### config.mk
export PLATFORM = sky130hd
export DESIGN_NAME = multicycle_core
export DESIGN_NICKNAME = d
export VERILOG_FILES = /design/src/rtl/multicycle_core_pkg.sv /design/src/rtl/multicycle_core_regfile.sv /design/src/rtl/multicycle_core.sv
export SDC_FILE = /design/constraint.sdc
export NUM_CORES = 1
export LEC_CHECK = 0
export CAP_MARGIN = 20
export CORE_ASPECT_RATIO = 1.5
export CORE_UTILIZATION = 60
export CTS_CLUSTER_DIAMETER = 40
export CTS_CLUSTER_SIZE = 12
export DETAILED_ROUTE_END_ITERATION = 10
export PLACE_DENSITY = 0.86
export SYNTH_ARGS = -nofsm -noshare
export SYNTH_HDL_FRONTEND = slang
export SYNTH_HIERARCHICAL = 1
export SYNTH_SLANG_ARGS = --single-unit
### constraint.sdc
create_clock -name clk -period 4.55 [get_ports clk]
set_input_delay 0.91 -clock clk [delete_from_list [all_inputs] [get_ports clk]]
set_output_delay 0.91 -clock clk [all_outputs]
set_load 0.1 [all_outputs]
### src/rtl/multicycle_core_pkg.sv
// rtl/multicycle_core_pkg.sv - shared opcodes, FSM states and sizing helper for multicycle_core
package multicycle_core_pkg;

  localparam logic [1:0] OP_ADD = 2'b00;
  localparam logic [1:0] OP_LW  = 2'b01;
  localparam logic [1:0] OP_SW  = 2'b10;
  localparam logic [1:0] OP_BR  = 2'b11;

  typedef enum logic [1:0] {
    FETCH = 2'd0,
    EXEC  = 2'd1,
    MEM   = 2'd2,
    WB    = 2'd3
  } state_t;

  function automatic int instr_width(input int reg_aw);
    return 2 + 3 * reg_aw;
  endfunction

endpackage

### src/rtl/multicycle_core_regfile.sv
// rtl/multicycle_core_regfile.sv - 2**REG_AW x DATA_W register file, two async reads, one sync write
module core_regfile #(
  parameter int DATA_W = 8,
  parameter int REG_AW = 2
) (
  input  logic              clk,
  input  logic              reset,
  input  logic              we,
  input  logic [REG_AW-1:0] waddr,
  input  logic [DATA_W-1:0] wdata,
  input  logic [REG_AW-1:0] raddr_a,
  output logic [DATA_W-1:0] rdata_a,
  input  logic [REG_AW-1:0] raddr_b,
  output logic [DATA_W-1:0] rdata_b
);

  logic [DATA_W-1:0] regs [2**REG_AW];

  always_ff @(posedge clk or negedge reset) begin
    if (!reset) begin
      for (int i = 0; i < 2**REG_AW; i++) regs[i] <= '0;
    end else if (we) begin
      regs[waddr] <= wdata;
    end
  end

  assign rdata_a = regs[raddr_a];
  assign rdata_b = regs[raddr_b];

endmodule

### src/rtl/multicycle_core.sv
// rtl/multicycle_core.sv - multi-cycle FETCH/EXEC/MEM/WB core with handshaked instruction and data memories
module multicycle_core
  import multicycle_core_pkg::*;
#(
  parameter int DATA_W      = 8,
  parameter int REG_AW      = 2,
  parameter int PC_W        = 8,
  parameter int BRANCH_MODE = 0
) (
  input  logic                          clk,
  input  logic                          reset,
  output logic                          imem_req,
  output logic [PC_W-1:0]               imem_addr,
  input  logic                          imem_valid,
  input  logic [instr_width(REG_AW)-1:0] imem_data,
  output logic                          dmem_req,
  output logic                          dmem_we,
  output logic [DATA_W-1:0]             dmem_addr,
  output logic [DATA_W-1:0]             dmem_wdata,
  input  logic                          dmem_ack,
  input  logic [DATA_W-1:0]             dmem_rdata,
  output logic [PC_W-1:0]               pc,
  output logic                          wb_valid,
  output logic [REG_AW-1:0]             wb_reg,
  output logic [DATA_W-1:0]             wb_data
);

  localparam int IW = instr_width(REG_AW);

  state_t            state;
  logic [IW-1:0]     ir;
  logic [1:0]        op;
  logic [REG_AW-1:0] rs, rt, rd;
  logic [DATA_W-1:0] rs_val, rt_val, imm_d, alu_sum, mem_addr;
  logic [PC_W-1:0]   imm_pc, pc_inc;
  logic              branch_taken;

  assign op = ir[IW-1 -: 2];
  assign rs = ir[3*REG_AW-1 -: REG_AW];
  assign rt = ir[2*REG_AW-1 -: REG_AW];
  assign rd = ir[REG_AW-1:0];

  assign imm_d    = DATA_W'($signed(rd));
  assign imm_pc   = PC_W'($signed(rd));
  assign alu_sum  = rs_val + rt_val;
  assign mem_addr = rs_val + imm_d;
  assign pc_inc   = pc + PC_W'(1);
  assign branch_taken = (BRANCH_MODE == 0) || (rs_val == rt_val);

  assign imem_addr = pc;

  // The write port is driven straight from the registered wb_* outputs during WB.
  core_regfile #(
    .DATA_W (DATA_W),
    .REG_AW (REG_AW)
  ) u_regfile (
    .clk     (clk),
    .reset   (reset),
    .we      (state == WB),
    .waddr   (wb_reg),
    .wdata   (wb_data),
    .raddr_a (rs),
    .rdata_a (rs_val),
    .raddr_b (rt),
    .rdata_b (rt_val)
  );

  always_ff @(posedge clk or negedge reset) begin
    if (!reset) begin
      state      <= FETCH;
      ir         <= '0;
      pc         <= '0;
      imem_req   <= 1'b0;
      dmem_req   <= 1'b0;
      dmem_we    <= 1'b0;
      dmem_addr  <= '0;
      dmem_wdata <= '0;
      wb_valid   <= 1'b0;
      wb_reg     <= '0;
      wb_data    <= '0;
    end else begin
      case (state)
        FETCH: begin
          // imem_req rises on the first clock after reset, so valid counts only once it is up
          if (imem_req && imem_valid) begin
            ir       <= imem_data;
            imem_req <= 1'b0;
            state    <= EXEC;
          end else begin
            imem_req <= 1'b1;
          end
        end
        EXEC: begin
          case (op)
            OP_ADD: begin
              wb_reg   <= rd;
              wb_data  <= alu_sum;
              wb_valid <= 1'b1;
              state    <= WB;
            end
            OP_LW, OP_SW: begin
              dmem_addr  <= mem_addr;
              dmem_wdata <= rt_val;
              dmem_we    <= (op == OP_SW);
              dmem_req   <= 1'b1;
              state      <= MEM;
            end
            OP_BR: begin
              pc       <= branch_taken ? pc_inc + imm_pc : pc_inc;
              imem_req <= 1'b1;
              state    <= FETCH;
            end
          endcase
        end
        MEM: begin
          if (dmem_ack) begin
            dmem_req <= 1'b0;
            dmem_we  <= 1'b0;
            if (dmem_we) begin
              pc       <= pc_inc;
              imem_req <= 1'b1;
              state    <= FETCH;
            end else begin
              wb_reg   <= rt;
              wb_data  <= dmem_rdata;
              wb_valid <= 1'b1;
              state    <= WB;
            end
          end
        end
        WB: begin
          wb_valid <= 1'b0;
          pc       <= pc_inc;
          imem_req <= 1'b1;
          state    <= FETCH;
        end
        default: state <= FETCH;
      endcase
    end
  end

endmodule

# --- After elaboration in Yosys (flattened, before gate mapping) ---
# Index checks and enable logic that the tools add are counted.
word_totals:
  ff_bits: 80
  out_inout_bits: 46
op_classes:
  add_sub_neg: 4
  n_lt_le_gt_ge: 4
  n_eq_ne: 13
  n_mux: 40
  bitwise: 3
  n_reduce_logical: 15
op_table:
  columns: ["op", "count"]
  rows:
  - ["8-bit two-way mux", 11]
  - ["8-bit binary-select mux with 2-bit select", 2]
  - ["32-bit bitwise mux", 1]
  - ["8-bit adder", 3]
  - ["8-bit case mux with 3 select lines", 1]
  - ["8-bit demux with 2-bit select", 1]
  - ["8-bit case mux with 2 select lines", 1]
  - ["2-bit != test, second input constant", 7]
  - ["2-bit two-way mux", 6]
  - ["4-bit AND reduction", 3]
  - ["1-bit two-way mux", 10]
  - ["3-bit greater-or-equal comparator, second input constant", 3]
  - ["2-bit inverter with 3-bit output", 3]
  - ["8-bit by 1-bit adder with 8-bit output, second input constant", 1]
  - ["2-bit equality test, second input constant", 4]
  - ["2-bit case mux with 4 select lines", 1]
  - ["2-bit case mux with 3 select lines", 1]
  - ["2-bit AND reduction", 3]
  - ["3-bit AND reduction", 2]
  - ["2-bit by 1-bit equality test with 1-bit output, second input constant", 2]
  - ["2-bit logical NOT", 2]
  - ["1-bit case mux with 2 select lines", 2]
  - ["1-bit case mux with 4 select lines", 1]
  - ["2-bit case mux with 2 select lines", 1]
  - ["6 further kinds", 7]

# --- Longest topological paths before layout ---
depth:
  depth_word: 7
  ltp_mapped: 11
  depth_no_buf: 10

# --- Hierarchy ---
# Netlist, hierarchy kept.
by_module_without_submodules:
  columns: ["module", "n_inst", "cells_each", "area_per_inst_um2", "seq_area_each_um2"]
  rows:
  - ["multicycle_core", 1, 338, 3145.5, 1201.2]
  - ["core_regfile", 1, 88, 1590.3, 800.8]

# --- Least setup slack after synthesis ---
# Ideal clock, no wire load.
synth_timing:
  kind: "reg-to-reg"
  startpoint: "reg pc[0], in the netlist imem_addr[0]"
  endpoint: "reg pc[7], in the netlist imem_addr[7]"
  t_arrival_ns: 2.848
  slack_ns: 1.561
  stages_incl_launch_ff: 11
  path_cell_list: "dfrtp_1 > ha_1 > nand3_1 > nor2_1 > xor2_1 > ha_1 > or3_1 > o22ai_2 > xnor2_1 > o2111ai_1 > o311ai_1"
synth_between:
  elab_chain_len: 4
  word_cells_on_any_way: 6
  classes_between: "2 x add/sub; 4 x mux"
synth_lines:
  columns: ["item", "line", "rtl"]
  rows:
  - ["start, declared", "multicycle_core.sv:22", "output logic [PC_W-1:0] pc,"]
  - ["start signal, assigned", "multicycle_core.sv:109", "pc <= branch_taken ? pc_inc + imm_pc : pc_inc;"]
  - ["start signal, assigned", "multicycle_core.sv:120", "pc <= pc_inc;"]
  - ["start signal, assigned", "multicycle_core.sv:133", "pc <= pc_inc;"]
  - ["8-bit by 1-bit adder with 8-bit output (*)", "multicycle_core.sv:47", "assign pc_inc = pc + PC_W'(1);"]
  - ["8-bit adder / 8-bit two-way mux (equally long branches)", "multicycle_core.sv:109, multicycle_core.sv:119", null]
  - ["8-bit two-way mux, on equally long branches", "multicycle_core.sv:94, multicycle_core.sv:116", null]
  - ["8-bit case mux with 3 select lines (*)", "multicycle_core.sv:82", "case (state)"]
# Mark *: on every way between the ends. The rest lies on a longest branch, timed or not. The select of a mux whose other input is x is not followed.
# A chain may end at the register's enable or synchronous reset.

# --- Worst setup path after layout ---
layout_timing:
  startpoint: "reg ir[4]"
  endpoint: "reg dmem_addr[6]"
layout_between:
  elab_chain_len: 5
layout_lines:
  columns: ["item", "line", "rtl"]
  rows:
  - ["start, declared", "multicycle_core.sv:31", "logic [IW-1:0] ir;"]
  - ["start signal, assigned", "multicycle_core.sv:86", "ir <= imem_data;"]
  - ["2-bit inverter with 3-bit output (not written as such)", "multicycle_core_regfile.sv:27", "assign rdata_a = regs[raddr_a];"]
  - ["8-bit binary-select mux with 2-bit select", "multicycle_core_regfile.sv:27", null]
  - ["8-bit two-way mux (not written as such) (2 in series)", "multicycle_core_regfile.sv:27", null]
  - ["net rs_val[0]", "multicycle_core.sv:34", "logic [DATA_W-1:0] rs_val, rt_val, imm_d, alu_sum, mem_addr;"]
  - ["8-bit adder", "multicycle_core.sv:46", "assign mem_addr = rs_val + imm_d;"]
  - ["end signal, assigned", "multicycle_core.sv:102", "dmem_addr <= mem_addr;"]
  - ["end, declared", "multicycle_core.sv:18", "output logic [DATA_W-1:0] dmem_addr,"]
# The timed path passes the listed nets, and every way through them passes these cells. The select of a mux whose other input is x is not followed.

==> flow_summary.ini <==
[finish]
regArea_um2 = 2002
nets = 531
top_register = u_regfile/regs
fin_util_pct = 74.65
fillCellCount = 546
multi_input_comb_area_um2 = 2536
area_growth_pct = 20.00
diodes = 0
largest_reg_flops = 32
drive_gt1_share_pct = 18.18

[yosys]
netlist_area_um2 = 4736
syn_nets = 475
yosys-top-cells-area = dfrtp_1 42%, mux2_2 11%, mux4_2 7.6%
synth_top_cell_by_area = dfrtp_1
postSynthCellCount = 426
synth-main-ff-cell = dfrtp_1
synth-seq-cells = 80
synth.avg_cell_area_um2 = 11.12
ys_seq_area_share_pct = 42.27
synth-async-reset-ratio_pct = 100.0
synth_edf_count = 0
yosysMostFrequentCell = dfrtp_1
ys_types = 55
synth_top_area_share_pct = 42.27
yosys-top-cells-count = 80 x dfrtp_1, 45 x mux2_2, 41 x nand2_1
ys_warn_count = 6

[critical_path]
reg2reg_setup_slack_ns = 1.48
critPathTopFamily = multiplexers
path_cells = mux4_2 > ha_1 > inv_1 > fa_1 > nor2b_1 > o21ai_0 > a21boi_0 > o21ai_0 > mux2i_1 > o311ai_0
end_kind = register
critPathRequiredTime_ns = 4.74
critical-path-slowest-cell = dfrtp_1
critPathMaxStageDelay_ns = 0.69
critPathBufInv = 1
crit_type = reg -> reg
cp_max_fo = 9
startpoint_type = register
timing.critical_path.mode_cell = o21ai_0
cp.arrival_ns = 3.27

[global_route]
grtUsageTotal_pct = 29.27
grt_antenna_before_repair = 0
grt_pass1_wl_um = 17930
grt_overflow_total = 0
grt_pass1_vias = 3565
grt_start_max_net_pins = 81

[cts]
cts.sinks = 80
cts_tree = done
numCtsBuffers = 9
holdBufCountCts = 0
clock_latency_ns = 0.34
htreeDepth = 3
cts.clk_slew.worst_paths_ns = 0.06
cts_resized = 0
clockBufferDepth = 2
cts_setup_buffers = 0
cts_root_buffer = clkbuf_16

[sta]
finalCritPeriodShare_pct = 67.52
setup_viol = 0
finalHoldViolations = 0
relSlewSlack_pct = 34.17
tightest_slew_ns = 0.9843
period_needed_ns = 3.072
rsz0062_at_grt = no
setup_tns_ns = 0
drv_slew = 0
clock_skew_ns = 0.006955
fmax_ghz = 0.3255

[drt]
dr.pass1.iters = 4
drt-total-wl_um = 10980
ant_nets = 0
vias_per_cell = 6.070
vias = 3557
drc = 0
drtIter0Drc = 263
wl_per_cell_um = 18.73

[placement]
io_buffers = 65
dp_hpwl_um = 7818
place.gp.congestion = 0.8634

[floorplanning]
die_y_um = 110.8
die-area_um2 = 8260
io_pins = 66
core_um2 = 7612
initial_core_util_pct = 62.21
die_width_um = 74.54
rows = 39

[hold_path]
hold_path_class = in -> async

[run]
cap_violations = 0

[status]
status = finished, final reports clean
==> final timing paths <==
kind / startpoint / endpoint / cells after the start
max in group asynchronous: reset / u_regfile/regs[6] / 2
hold reg to reg: dmem_addr[3] / dmem_addr[3] / 2
setup / recovery: ir[4] / dmem_addr[6] / 10
setup reg to reg: ir[4] / dmem_addr[6] / 10
hold / removal: reset / ir[7] / 1
min in group clk: dmem_addr[3] / dmem_addr[3] / 2
==> final cells by class <==
type / count / share of cell area, %
Timing Repair Buffer: 69 / 12.24
Inverter: 16 / 1.057
Clock buffer: 12 / 4.513
Clock inverter: 1 / 0.08807
Multi-Input combinational cell: 306 / 44.63
Tap cell: 102 / 2.246
Sequential cell: 80 / 35.23
==> stage by stage <==
step / hold slack, ns / area, um2 / setup WS [ns] / cells
CTS: 0.4854 / 5655 / 1.513 / 585
detailed placement: 0.4736 / 5394 / 1.555 / 572
floorplan: 0.4751 / 4736 / 1.561 / 426
finish: 0.4225 / 5683 / 1.478 / 586
global route: 0.4356 / 5683 / 1.257 / 586
global placement: 0.4727 / 5389 / 1.658 / 571
==> layer usage <==
metal	part of all wire, %	track usage, %	vias up
met5	0	0	-
li1	-	-	1659
met2	54	49.19	106
met4	2.8	12.08	0
met1	39	36.49	1764
met3	4.0	4.909	28
==> cells by family after synthesis <==
family	synth area share, %
muxes	19.58
DFF	42.27
and+or+nand+nor	11.39
xor gates and xnor gates	3.514
adders and majority gates	8.137
buffers and inverters	4.174
AOI/OAI and AO/OA	10.94
==> layout by cell type (no fill, tap or decap), types with 2 or more instances in the layout <==
cell type / n
clkdlybuf4s50_1: 64
fa_1: 3
or3_1: 3
and2b_1: 2
nor4_1: 3
xnor2_1: 9
mux4_2: 16
a21o_1: 8
o21a_1: 2
nand3_1: 10
a21oi_1: 20
buf_4: 3
mux2_2: 45
nand3b_2: 2
nor3b_1: 2
o22ai_1: 2
nand4_1: 2
inv_1: 15
ha_1: 26
and4_1: 2
clkbuf_8: 2
nor2_1: 21
dfrtp_1: 80
nand2_1: 41
a31oi_1: 8
nor4b_1: 3
clkbuf_16: 9
nor3_1: 6
mux2i_1: 6
o21ai_0: 27
xor2_1: 10
a21boi_0: 2
nand2b_1: 4
Power is not shown: default switching activity piles up to over one toggle a cycle in this logic, so the estimate is an artifact.
